--- src/rtl/core_sequencer.sv ---
// Multi-cycle control sequencer for the RV32 core: fetch handshake, instruction register,
// decode/execute/memory/writeback stepping, PC ownership and sticky error halt.

package core_sequencer_pkg;

  typedef enum logic [3:0] {
    ALU_OP_ADD     = 4'd0,
    ALU_OP_SUB     = 4'd1,
    ALU_OP_AND     = 4'd2,
    ALU_OP_OR      = 4'd3,
    ALU_OP_XOR     = 4'd4,
    ALU_OP_SLL     = 4'd5,
    ALU_OP_SRL     = 4'd6,
    ALU_OP_SRA     = 4'd7,
    ALU_OP_SLT     = 4'd8,
    ALU_OP_SLTU    = 4'd9,
    ALU_OP_INVALID = 4'd15
  } t_alu_operation;

  typedef enum logic [1:0] {
    BRANCH_NONE = 2'd0,
    BRANCH_NE   = 2'd1,
    BRANCH_JUMP = 2'd2
  } t_branch_condition;

endpackage

module core_sequencer
  import core_sequencer_pkg::*;
#(
  parameter logic [31:0] RESET_VECTOR  = 32'h0000_0000,
  parameter int          FETCH_TIMEOUT = 16
) (
  input  logic              i_clk,
  input  logic              i_reset,
  output logic [31:0]       o_fetch_address,
  output logic              o_fetch_request,
  input  logic              i_fetch_ready,
  input  logic [31:0]       i_fetch_data,
  output logic [31:0]       o_instruction,
  input  t_alu_operation    i_alu_operation,
  input  t_branch_condition i_branch_condition,
  input  logic              i_destination_register_write_enable,
  input  logic              i_memory_write_enable,
  input  logic [31:0]       i_immediate,
  input  logic              i_alu_zero,
  output logic              o_register_write_enable,
  output logic              o_link_select,
  output logic [31:0]       o_return_address,
  output logic              o_memory_request,
  input  logic              i_memory_ready,
  output logic              o_retired,
  output logic              o_halted,
  output logic [1:0]        o_error
);

  localparam int              COUNT_W      = (FETCH_TIMEOUT < 2) ? 1 : $clog2(FETCH_TIMEOUT);
  localparam logic [COUNT_W-1:0] COUNT_LAST = COUNT_W'(FETCH_TIMEOUT - 1);
  localparam logic [1:0]      ERR_NONE       = 2'd0;
  localparam logic [1:0]      ERR_ILLEGAL    = 2'd1;
  localparam logic [1:0]      ERR_MISALIGNED = 2'd2;
  localparam logic [1:0]      ERR_TIMEOUT    = 2'd3;
  localparam logic [6:0]      OPCODE_JAL     = 7'b110_1111;

  typedef enum logic [2:0] {
    ST_FETCH     = 3'd0,
    ST_DECODE    = 3'd1,
    ST_EXECUTE   = 3'd2,
    ST_MEMORY    = 3'd3,
    ST_WRITEBACK = 3'd4,
    ST_HALT      = 3'd5
  } t_state;

  t_state               state_r;
  t_state               state_next_s;
  logic [31:0]          pc_r;
  logic [31:0]          ir_r;
  logic [COUNT_W-1:0]   count_r;
  logic [COUNT_W-1:0]   count_next_s;
  logic [1:0]           error_r;
  logic [1:0]           error_next_s;
  logic                 taken_s;
  logic [31:0]          target_s;
  logic                 taken_r;
  logic [31:0]          target_r;
  logic                 fetch_request_r;
  logic                 memory_request_r;
  logic                 register_write_enable_r;
  logic                 retired_r;
  logic                 halted_r;

  // Next-state, timeout counter and halt-cause selection
  always_comb begin
    state_next_s = state_r;
    count_next_s = count_r;
    error_next_s = error_r;
    target_s     = pc_r + i_immediate;
    taken_s      = (i_branch_condition == BRANCH_JUMP) ||
                   ((i_branch_condition == BRANCH_NE) && !i_alu_zero);
    case (state_r)
      ST_FETCH: begin
        // Ready only counts while our request is visible; ready beats timeout
        if (fetch_request_r) begin
          if (i_fetch_ready) begin
            state_next_s = ST_DECODE;
            count_next_s = {COUNT_W{1'b0}};
          end else if (count_r == COUNT_LAST) begin
            state_next_s = ST_HALT;
            error_next_s = ERR_TIMEOUT;
          end else begin
            count_next_s = count_r + {{(COUNT_W-1){1'b0}}, 1'b1};
          end
        end else begin
          state_next_s = ST_FETCH;
        end
      end
      ST_DECODE: begin
        if ((i_alu_operation == ALU_OP_INVALID) && (i_branch_condition != BRANCH_JUMP)) begin
          state_next_s = ST_HALT;
          error_next_s = ERR_ILLEGAL;
        end else begin
          state_next_s = ST_EXECUTE;
        end
      end
      ST_EXECUTE: begin
        if (taken_s && (target_s[1:0] != 2'b00)) begin
          state_next_s = ST_HALT;
          error_next_s = ERR_MISALIGNED;
        end else if (i_memory_write_enable) begin
          state_next_s = ST_MEMORY;
        end else begin
          state_next_s = ST_WRITEBACK;
        end
      end
      ST_MEMORY: begin
        if (memory_request_r && i_memory_ready) begin
          state_next_s = ST_WRITEBACK;
        end else begin
          state_next_s = ST_MEMORY;
        end
      end
      ST_WRITEBACK: state_next_s = ST_FETCH;
      ST_HALT:      state_next_s = ST_HALT;
      default:      state_next_s = ST_HALT;
    endcase
  end

  // Control state, error and strobe registers (strobes decode the state being entered)
  always_ff @(posedge i_clk) begin
    if (i_reset) begin
      state_r                 <= ST_FETCH;
      count_r                 <= {COUNT_W{1'b0}};
      error_r                 <= ERR_NONE;
      halted_r                <= 1'b0;
      fetch_request_r         <= 1'b0;
      memory_request_r        <= 1'b0;
      register_write_enable_r <= 1'b0;
      retired_r               <= 1'b0;
    end else begin
      state_r                 <= state_next_s;
      count_r                 <= count_next_s;
      error_r                 <= error_next_s;
      halted_r                <= halted_r | (state_next_s == ST_HALT);
      fetch_request_r         <= (state_next_s == ST_FETCH);
      memory_request_r        <= (state_next_s == ST_MEMORY);
      register_write_enable_r <= (state_next_s == ST_WRITEBACK) && i_destination_register_write_enable;
      retired_r               <= (state_next_s == ST_WRITEBACK);
    end
  end

  // Datapath registers: instruction, branch decision and program counter
  always_ff @(posedge i_clk) begin
    if (i_reset) begin
      pc_r     <= RESET_VECTOR;
      ir_r     <= 32'h0000_0000;
      taken_r  <= 1'b0;
      target_r <= 32'h0000_0000;
    end else begin
      if ((state_r == ST_FETCH) && fetch_request_r && i_fetch_ready) begin
        ir_r <= i_fetch_data;
      end
      if (state_r == ST_EXECUTE) begin
        taken_r  <= taken_s;
        target_r <= target_s;
      end
      if (state_r == ST_WRITEBACK) begin
        pc_r <= taken_r ? target_r : (pc_r + 32'd4);
      end
    end
  end

  assign o_fetch_address         = pc_r;
  assign o_fetch_request         = fetch_request_r;
  assign o_instruction           = ir_r;
  assign o_register_write_enable = register_write_enable_r;
  assign o_link_select           = (ir_r[6:0] == OPCODE_JAL);
  assign o_return_address        = pc_r + 32'd4;
  assign o_memory_request        = memory_request_r;
  assign o_retired               = retired_r;
  assign o_halted                = halted_r;
  assign o_error                 = error_r;

endmodule

--- config.mk ---
export PLATFORM = sky130hd
export DESIGN_NAME = core_sequencer
export DESIGN_NICKNAME = d
export VERILOG_FILES = /design/src/rtl/core_sequencer.sv
export SDC_FILE = /design/constraint.sdc
export NUM_CORES = 1
export LEC_CHECK = 0
export BUFFER_PORTS_ARGS = -buffer_cell sky130_fd_sc_hd__buf_2
export CORE_MARGIN = 8
export CORE_UTILIZATION = 30
export CTS_CLUSTER_SIZE = 40
export DETAILED_ROUTE_END_ITERATION = 16
export GPL_TIMING_DRIVEN = 0
export PLACE_DENSITY = 0.5
export SLEW_MARGIN = 20
export SYNTH_ARGS = -nofsm -noshare
export SYNTH_HDL_FRONTEND = slang
export SYNTH_SLANG_ARGS = --single-unit
--- constraint.sdc ---
create_clock -name i_clk -period 2.6 [get_ports i_clk]
set_clock_uncertainty 0.2 [all_clocks]
set_input_delay 0.52 -clock i_clk [delete_from_list [all_inputs] [get_ports i_clk]]
set_output_delay 0.52 -clock i_clk [all_outputs]
set_load 0.02 [all_outputs]
==> results.py, run 1 <==
metrics = {
    "outcome": {
        "status": "complete, but fails checks",
        "failed_checks": "negative setup slack",
    },
    "layout": {
        "layout_common_cells": "164 x buf_2, 152 x nand2_1, 91 x a21oi_1, 91 x dfxtp_1, 67 x nor2_1",
        "nNetsFinal": 1233,
        "drive_gt1_share_pct": 37.7,
        "finalInstanceArea_mm2": 0.00978,
        "final_common_cell": "buf_2",
        "syn2layout_area_growth_pct": 48.5,
        "fill_cells": 2231,
    },
    "synthesis": {
        "yosys_warnings": 0,
        "syn_inst": 861,
        "avgSynthCellArea_um2": 7.65,
        "synth_seq_area_share_pct": 33.7,
        "synth_edf_count": 0,
        "ys.flop_type": "dfxtp_1",
        "synth_area_mm2": 0.00659,
        "synthArstFlopShare_pct": 0,
        "synth_cell_types": 66,
        "synth_fp_nets": 972,
        "ys_ff_latch": 111,
    },
    "detailed_routing": {
        "via_count": 7191,
        "vias_per_cell": 5.11,
        "wl_per_cell_um": 18.3,
        "postRouteAntennaNets": 0,
        "wirelength_um": 25700,
        "route.detailed.drc": 0,
        "drt-pass1-iter-count": 5,
        "drtIter0Drc": 492,
    },
    "critical_path": {
        "worst_setup_path_start_kind": "flip-flop",
        "crit_path_end_kind": "output pin",
        "critPathMaxStageDelay_ps": 390,
        "arrival_ps": 2260,
        "path_buf_inv": 2,
        "criticalPathCategory": "reg2out",
        "cp_cell_sequence": "ha_4, nand3_4, or3_4, nor4_4, buf_6, nand3_4, xnor2_4, buf_6",
        "slowest_stage": "dfxtp_4",
        "worstPathMaxFanout": 3,
        "worstPathRequired_ps": 1880,
        "path_delay_family": "simple AND/OR/NAND/NOR gates",
    },
    "floorplanning": {
        "io-pin-count": 181,
        "die_area_mm2": 0.0270,
        "start_util_pct": 30.4,
        "core_area_mm2": 0.0217,
        "num_rows": 54,
        "die_x_um": 164,
        "chipHeight_um": 164,
    },
    "placed_design": {
        "dpl.hpwl_um": 18800,
        "io_buffers": 180,
        "place_area_mm2": 0.00810,
        "gp_congestion": 0.853,
    },
    "global_route": {
        "antenna_found_initial": 1,
        "grt_use_total_pct": 18.6,
        "grt_pass1_vias": 6918,
        "grt_max_degree": 21,
        "grt_remaining_overflow": 0,
        "grt_first_pass_wirelength_um": 39200,
    },
    "sta": {
        "finalHoldViolations": 0,
        "tns_ps": -7610,
        "slew_headroom_pct": 50.7,
        "finalSetupViolations": 40,
        "rsz0062_at_grt": "yes",
        "worst_pin_slew_ps": 739,
        "finalCritPeriodShare_pct": 115,
        "setup_ws_ps": -380,
        "fin_crit_ps": 2980,
        "fmax_mhz": 336,
        "slew_violations": 0,
    },
    "cts": {
        "path_clk_slew_ps": 80,
        "clk_path_buf_depth": 2,
        "insertion_delay_ps": 360,
        "cts_tree": "built",
        "clock-root-buffer": "clkbuf_16",
        "hold_buffers": 0,
        "clock-sinks": 111,
        "numCtsBuffers": 9,
        "htreeDepth": 3,
    },
    "run": {
        "maxCapViolations": 0,
    },
    "pwr": {
        "p_leak_nw": 4.26,
        "peakVddDrop_mv": 0.305,
        "power.density_cell_area_mw_per_mm2": 511,
    },
    "hold_path": {
        "hp-class": "in2reg",
    },
}
==> flip-flops by register name, indices dropped and copies added, names as in the netlist <==
signal,cells
o_memory_request,1
state_r,3
taken_r,1
count_r,4
target_r,32
o_fetch_address,32
o_halted,1
o_retired,1
o_instruction,32
o_error,2
o_fetch_request,1
o_register_write_enable,1
==> per-stage QoR <==
stage                     hold slack (ps)  utilization (%)  power (mW)  cells  worst slack, ps
after floorplan                       227                -        2.84    861             -192
after global placement                238             37.4        3.29   1321             -759
after detailed placement              241             37.4        3.30   1321             -779
after CTS                             142             42.2        4.92   1382             -394
after global routing                  151             45.1        5.27   1408             -444
final                                 151             45.1        5.00   1408             -380
==> per-layer routing <==
layer / global-route usage, % / share of wire (%)
met1: 25.6 / 46
met4: 6.57 / 2.0
met3: 3.03 / 5.2
met2: 28.8 / 46
met5: 0 / 0
==> kinds of logic after synthesis <==
| logic type | count (synthesis) | share of synthesized area (%) |
|---|---|---|
| mux | 12 | 1.82 |
| buf+inv | 67 | 4.10 |
| compound gates | 219 | 21.0 |
| simple gates | 369 | 26.3 |
| flops | 111 | 33.7 |
| xor+xnor | 49 | 6.51 |
| fa+ha+maj | 34 | 6.57 |
==> path summary, 6_finish.rpt <==
kind	cells past startpoint	slack, ps	to	from
setup / recovery	8	-380	o_return_address[28]	o_fetch_address[2]
hold / removal	2	150	o_register_write_enable	i_destination_register_write_enable
setup reg to reg	12	-340	target_r[31]	o_fetch_address[2]
hold reg to reg	2	250	o_instruction[29]	o_instruction[29]
==> area by class of cell <==
type,instances,area (um2),area share (%)
repair buffers,252,1650,16.8
plain buffers,51,245,2.51
multi-input cells,683,4900,50.1
well taps,280,350,3.58
flip-flops and latches,111,2270,23.2
clock inverters,7,87.6,0.895
diodes,1,2.50,0.0256
clock buffers,9,225,2.30
inverters,14,52.6,0.537
==> power by group <==
group | internal, mW | total (mW) | switching, mW
logic | 0.618 | 1.53 | 0.909
clock network | 0.771 | 1.51 | 0.739
registers | 1.83 | 1.96 | 0.137
total | 3.22 | 5.00 | 1.79
==> cells in the mapped netlist, types with 16 or more instances <==
| master | count | area [um2] |
|---|---|---|
| ha_1 | 33 | 413 |
| o21ai_0 | 18 | 90.1 |
| dfxtp_1 | 111 | 2220 |
| xnor2_1 | 28 | 245 |
| a221oi_1 | 16 | 140 |
| a21o_1 | 16 | 120 |
| nand3_1 | 27 | 135 |
| clkbuf_1 | 40 | 150 |
| nand2_1 | 158 | 593 |
| nor3_1 | 17 | 85.1 |
| xor2_1 | 21 | 184 |
| nor2_1 | 76 | 285 |
| a21oi_1 | 101 | 505 |
==> repair_timing <==
action / CTS / global route
pin swaps: 46 / 46
setup endpoints to repair: 82 / 107
buffers inserted: 47 / 30
gates resized for setup: 113 / 113
Note: power is estimated with default switching activity, not from simulation.
==> inputs of run 2 (changes only) <==
--- a/config.mk
+++ b/config.mk
@@ -6,12 +6,15 @@
 export NUM_CORES = 1
 export LEC_CHECK = 0
 export BUFFER_PORTS_ARGS = -buffer_cell sky130_fd_sc_hd__buf_2
+export CELL_PAD_IN_SITES_DETAIL_PLACEMENT = 2
+export CELL_PAD_IN_SITES_GLOBAL_PLACEMENT = 2
 export CORE_MARGIN = 8
-export CORE_UTILIZATION = 30
+export CORE_UTILIZATION = 27
 export CTS_CLUSTER_SIZE = 40
 export DETAILED_ROUTE_END_ITERATION = 16
-export GPL_TIMING_DRIVEN = 0
-export PLACE_DENSITY = 0.5
+export GPL_TIMING_DRIVEN = 1
+export PLACE_DENSITY = 0.76
+export SKIP_CTS_REPAIR_TIMING = 1
 export SLEW_MARGIN = 20
 export SYNTH_ARGS = -nofsm -noshare
 export SYNTH_HDL_FRONTEND = slang
==> results.py, run 2 (synthesis gave the netlist of run 1 again) <==
metrics = {
    "pwr": {
        "design_power_total_mw": 5.06,
        "p_seq_share_pct": 38.4,
        "power_frac_clock_pct": 27.3,
        "switching_share_pct": 36.5,
        "power.density_cell_area_mw_per_mm2": 488,
        "p_sw_mw": 1.84,
        "internal_power_mw": 3.21,
        "p_leak_nw": 4.71,
        "comb_power_share_pct": 34.4,
        "peakVddDrop_mv": 0.280,
    },
    "sta": {
        "finalHoldViolations": 0,
        "slew_headroom_pct": 60.4,
        "fmax_mhz": 333,
        "slew_violations": 0,
        "worst_pin_slew_ps": 589,
        "finalCritPeriodShare_pct": 115,
        "fin_hold_ws_ps": 156,
        "setup_ws_ps": -399,
        "finalSetupViolations": 39,
        "fin_crit_ps": 3000,
        "rsz0062_at_grt": "yes",
        "tns_ps": -8110,
    },
    "layout": {
        "layout_common_cells": "169 x buf_4, 157 x buf_2, 149 x nand2_1, 99 x dfxtp_1, 85 x a21oi_1",
        "fin_util_pct": 43.0,
        "antenna_cells": 0,
        "finalNonFillerCells": 1508,
        "final_common_cell": "buf_4",
        "finalInstanceArea_mm2": 0.0104,
        "drive_gt1_share_pct": 43.1,
        "nNetsFinal": 1290,
        "syn2layout_area_growth_pct": 57.3,
    },
    "detailed_routing": {
        "drt-pass1-iter-count": 5,
        "postRouteAntennaNets": 0,
        "wl_per_cell_um": 20.9,
        "via_count": 7725,
        "wirelength_um": 31500,
        "route.detailed.drc": 0,
        "vias_per_cell": 5.12,
        "drtIter0Drc": 249,
    },
    "critical_path": {
        "r2r_start": "o_fetch_address[9]",
        "worstPathMaxFanout": 4,
        "worstPathRequired_ps": 1880,
        "arrival_ps": 2280,
        "criticalPathCategory": "reg2out",
        "reg2reg_slack_ps": -340,
        "reg2regPathDepth": 12,
        "cp-startpoint": "o_fetch_address[10]",
        "worst_setup_path_start_kind": "flip-flop",
        "crit_path_end_kind": "output pin",
        "rr_endpoint": "target_r[24]",
    },
    "cts": {
        "clock-sinks": 111,
        "clk_path_buf_depth": 2,
        "htreeDepth": 3,
        "cts_tree": "built",
        "clock-root-buffer": "clkbuf_16",
        "numCtsBuffers": 9,
        "path_clk_slew_ps": 80,
        "insertion_delay_ps": 360,
    },
    "placed_design": {
        "dp.cells": 1460,
        "dpl.hpwl_um": 21800,
        "gp_congestion": 0.812,
        "dpl_worst_slack_ps": -520,
        "place_area_mm2": 0.00908,
        "io_buffers": 180,
    },
    "floorplanning": {
        "num_rows": 57,
        "start_util_pct": 27.3,
        "core_area_mm2": 0.0241,
        "die_x_um": 172,
        "io-pin-count": 181,
        "die_area_mm2": 0.0297,
        "chipHeight_um": 172,
    },
    "global_route": {
        "grt_use_total_pct": 18.6,
        "grt_max_degree": 51,
        "antenna_found_initial": 0,
        "grt_remaining_overflow": 0,
        "grt_first_pass_wirelength_um": 44000,
        "grt_pass1_vias": 8363,
    },
    "hold_path": {
        "hold_start": "i_destination_register_write_enable",
        "hp-class": "in2reg",
        "hold_end": "o_register_write_enable",
        "hold_depth": 2,
    },
    "outcome": {
        "status": "complete, but fails checks",
        "failed_checks": "negative setup slack",
    },
    "run": {
        "maxCapViolations": 0,
    },
}
run 2: cell count changes in the layout (fill, tap and decap cells not counted), sizes merged:
cell	delta
buf	+96
bufinv	-1
clkbuf	-39
clkinv	+1
clkinvlp	+1
diode	-1
inv	-1
run 2: critical path, stage by stage (launching register included):
cell and delay (ps):
dfxtp_2 380, and3_1 270, nand3_1 170, buf_4 180, or2_4 260, nor2_4 230
nand2_2 100, xnor2_2 160, buf_4 170
run 2: power by group through the flow:
| stage | logic, mW | registers, mW | clock network, mW |
|---|---|---|---|
| global placement | 1.48 | 1.97 | 0 |
| global route | 1.89 | 1.96 | 1.47 |
| detailed placement | 1.54 | 1.97 | 0 |
| finish | 1.74 | 1.94 | 1.38 |
| CTS | 1.55 | 1.93 | 1.42 |
| floorplan | 0.766 | 2.07 | 0 |
run 2: worst max path at each step:
| stage | endpoint | slack (ps) |
|---|---|---|
| 4_1_cts | o_return_address[22] | -540 |
| 3_5_place_dp | target_r[27] | -520 |
| 5_1_grt | o_return_address[20] | -490 |
| 2_1_floorplan | target_r[24] | -190 |
| 6_report | o_return_address[20] | -400 |
| 3_3_place_gp | target_r[24] | -400 |
run 2: final cells by class:
| class | count | area, um2 |
|---|---|---|
| timing repair buffer | 360 | 2470 |
| clock buffer | 9 | 225 |
| clock inverter | 7 | 46.3 |
| fill | 2772 | 13700 |
| inverter | 14 | 52.6 |
| sequential | 111 | 2250 |
| multi-input combinational | 683 | 4910 |
| tap | 324 | 405 |
run 2: per-layer routing:
metal	global-route usage [%]	up-vias	wire length, um
li1	-	3663	-
met1	21.5	3837	12700
met2	34.7	162	16700
met3	3.15	63	1110
met4	4.76	0	1020
met5	0	-	0
==> inputs of run 3 (changes only) <==
--- a/config.mk
+++ b/config.mk
@@ -6,15 +6,16 @@
 export NUM_CORES = 1
 export LEC_CHECK = 0
 export BUFFER_PORTS_ARGS = -buffer_cell sky130_fd_sc_hd__buf_2
+export CAP_MARGIN = 25
 export CELL_PAD_IN_SITES_DETAIL_PLACEMENT = 2
 export CELL_PAD_IN_SITES_GLOBAL_PLACEMENT = 2
 export CORE_MARGIN = 8
 export CORE_UTILIZATION = 27
 export CTS_CLUSTER_SIZE = 40
 export DETAILED_ROUTE_END_ITERATION = 16
+export GPL_ROUTABILITY_DRIVEN = 0
 export GPL_TIMING_DRIVEN = 1
 export PLACE_DENSITY = 0.76
-export SKIP_CTS_REPAIR_TIMING = 1
 export SLEW_MARGIN = 20
 export SYNTH_ARGS = -nofsm -noshare
 export SYNTH_HDL_FRONTEND = slang
==> results.py, run 3 (synthesis gave the netlist of run 1 again) <==
metrics = {
    "outcome": {
        "status": "complete, but fails checks",
        "failed_checks": "negative setup slack",
    },
    "sta": {
        "finalCritPeriodShare_pct": 116,
        "setup_ws_ps": -418,
        "fmax_mhz": 331,
        "fin_hold_ws_ps": 154,
        "tns_ps": -9490,
        "rsz0062_at_grt": "yes",
        "finalHoldViolations": 0,
        "slew_violations": 0,
        "worst_pin_slew_ps": 604,
        "finalSetupViolations": 43,
        "fin_crit_ps": 3020,
        "slew_headroom_pct": 59.5,
    },
    "hold_path": {
        "hold_start": "i_destination_register_write_enable",
        "hp-class": "in2reg",
        "hold_end": "o_register_write_enable",
        "hold_depth": 2,
    },
    "pwr": {
        "design_power_total_mw": 5.11,
        "peakVddDrop_mv": 0.318,
        "p_sw_mw": 1.88,
        "power_frac_clock_pct": 27.0,
        "p_seq_share_pct": 38.0,
        "switching_share_pct": 36.8,
        "p_leak_nw": 4.68,
        "internal_power_mw": 3.23,
        "power.density_cell_area_mw_per_mm2": 490,
        "comb_power_share_pct": 35.0,
    },
    "layout": {
        "final_common_cell": "buf_4",
        "finalNonFillerCells": 1515,
        "syn2layout_area_growth_pct": 58.2,
        "antenna_cells": 0,
        "register_area_mm2": 0.00225,
        "multi_input_area_mm2": 0.00493,
        "nNetsFinal": 1297,
        "fill_cells": 2770,
        "drive_gt1_share_pct": 43.1,
        "fin_util_pct": 43.2,
        "layout_common_cells": "175 x buf_4, 157 x buf_2, 153 x nand2_1, 100 x dfxtp_1, 83 x a21oi_1",
    },
    "run": {
        "maxCapViolations": 0,
    },
    "detailed_routing": {
        "postRouteAntennaNets": 0,
        "wl_per_cell_um": 21.8,
        "vias_per_cell": 5.12,
        "drt-pass1-iter-count": 4,
        "drtIter0Drc": 285,
        "route.detailed.drc": 0,
        "via_count": 7762,
        "wirelength_um": 33100,
    },
    "global_route": {
        "grt_remaining_overflow": 0,
        "antenna_found_initial": 0,
        "grt_first_pass_wirelength_um": 47300,
        "grt_max_degree": 51,
        "grt_pass1_vias": 8691,
        "grt_use_total_pct": 20.1,
    },
    "cts": {
        "numCtsBuffers": 9,
        "clock-root-buffer": "clkbuf_16",
        "insertion_delay_ps": 370,
        "path_clk_slew_ps": 80,
        "htreeDepth": 3,
        "clk_path_buf_depth": 2,
        "hold_buffers": 0,
        "clock-sinks": 111,
        "cts_tree": "built",
    },
    "critical_path": {
        "path_buf_inv": 2,
        "slowest_stage": "or3_4",
        "crit_path_end_kind": "output pin",
        "worstPathMaxFanout": 3,
        "critPathMaxStageDelay_ps": 390,
        "r2r_start": "o_fetch_address[9]",
        "worstPathRequired_ps": 1880,
        "reg2reg_slack_ps": -340,
        "cp_cell_sequence": "ha_4, nand3_4, or3_4, or2_4, nor2_4, buf_6, nand2_4, xnor2_4, buf_6",
        "crit_top_cell": "buf_6",
        "worst_setup_path_start_kind": "flip-flop",
        "reg2regPathDepth": 11,
        "rr_endpoint": "target_r[29]",
        "criticalPathCategory": "reg2out",
        "path_delay_family": "simple AND/OR/NAND/NOR gates",
        "arrival_ps": 2300,
    },
    "floorplanning": {
        "num_rows": 57,
        "die_x_um": 172,
        "die_area_mm2": 0.0297,
        "core_area_mm2": 0.0241,
        "io-pin-count": 181,
        "start_util_pct": 27.3,
        "chipHeight_um": 172,
    },
    "placed_design": {
        "io_buffers": 180,
        "dpl.hpwl_um": 21800,
        "dp.cells": 1460,
    },
}
[run 3: worst max-delay path by stage]
stage | start | cells past startpoint | endpoint
after floorplan | i_immediate[0] | 11 | target_r[24]
after global placement | i_immediate[0] | 14 | target_r[24]
after detailed placement | i_immediate[19] | 10 | target_r[27]
after CTS | o_fetch_address[2] | 9 | o_return_address[24]
after global routing | o_fetch_address[3] | 9 | o_return_address[24]
final | o_fetch_address[3] | 9 | o_return_address[24]
[run 3: worst reg2reg max path: stages, from the launching register on]
cell,delay [ps]
dfxtp_1,330
buf_4,160
ha_4,280
nand2_1,80
o21ai_0,430
a31oi_4,100
buf_6,150
o31a_1,260
o2111ai_2,210
a21oi_2,100
or4_1,480
nand3_1,80
[run 3: metrics by stage]
| stage | setup WS (ps) | cell area, um2 |
|---|---|---|
| after global placement | -400 | 9080 |
| final | -418 | 10400 |
| after global routing | -473 | 10400 |
| after CTS | -414 | 9960 |
| after detailed placement | -520 | 9080 |
| after floorplan | -192 | 6850 |
[run 3: repair_timing]
action | 4_1_cts | 5_1_grt
setup buffers | 24 | 17
gates resized for setup | 97 | 72
endpoints found under the setup margin | 43 | 51
pin swaps | 41 | 56
[run 3: final cells by class]
type,instances,area share (%)
Multi-Input combinational cell,683,47.3
Inverter,14,0.504
Clock inverter,7,0.444
Timing Repair Buffer,367,24.1
Sequential cell,111,21.6
Clock buffer,9,2.16
Tap cell,324,3.89
[run 3: layer usage]
layer	routed length, um	GRT usage, %	up-vias
met3	1180	2.95	59
met4	1030	7.68	0
li1	-	-	3683
met2	17700	36.9	164
met1	13200	23.3	3856
met5	0	0	-
[run 3: power by group through the flow]
stage | Combinational, mW | Sequential [mW] | Clock (mW)
floorplan | 0.766 | 2.07 | 0
global placement | 1.48 | 1.97 | 0
detailed placement | 1.54 | 1.97 | 0
CTS | 1.66 | 1.93 | 1.42
global route | 1.93 | 1.95 | 1.47
finish | 1.79 | 1.94 | 1.38
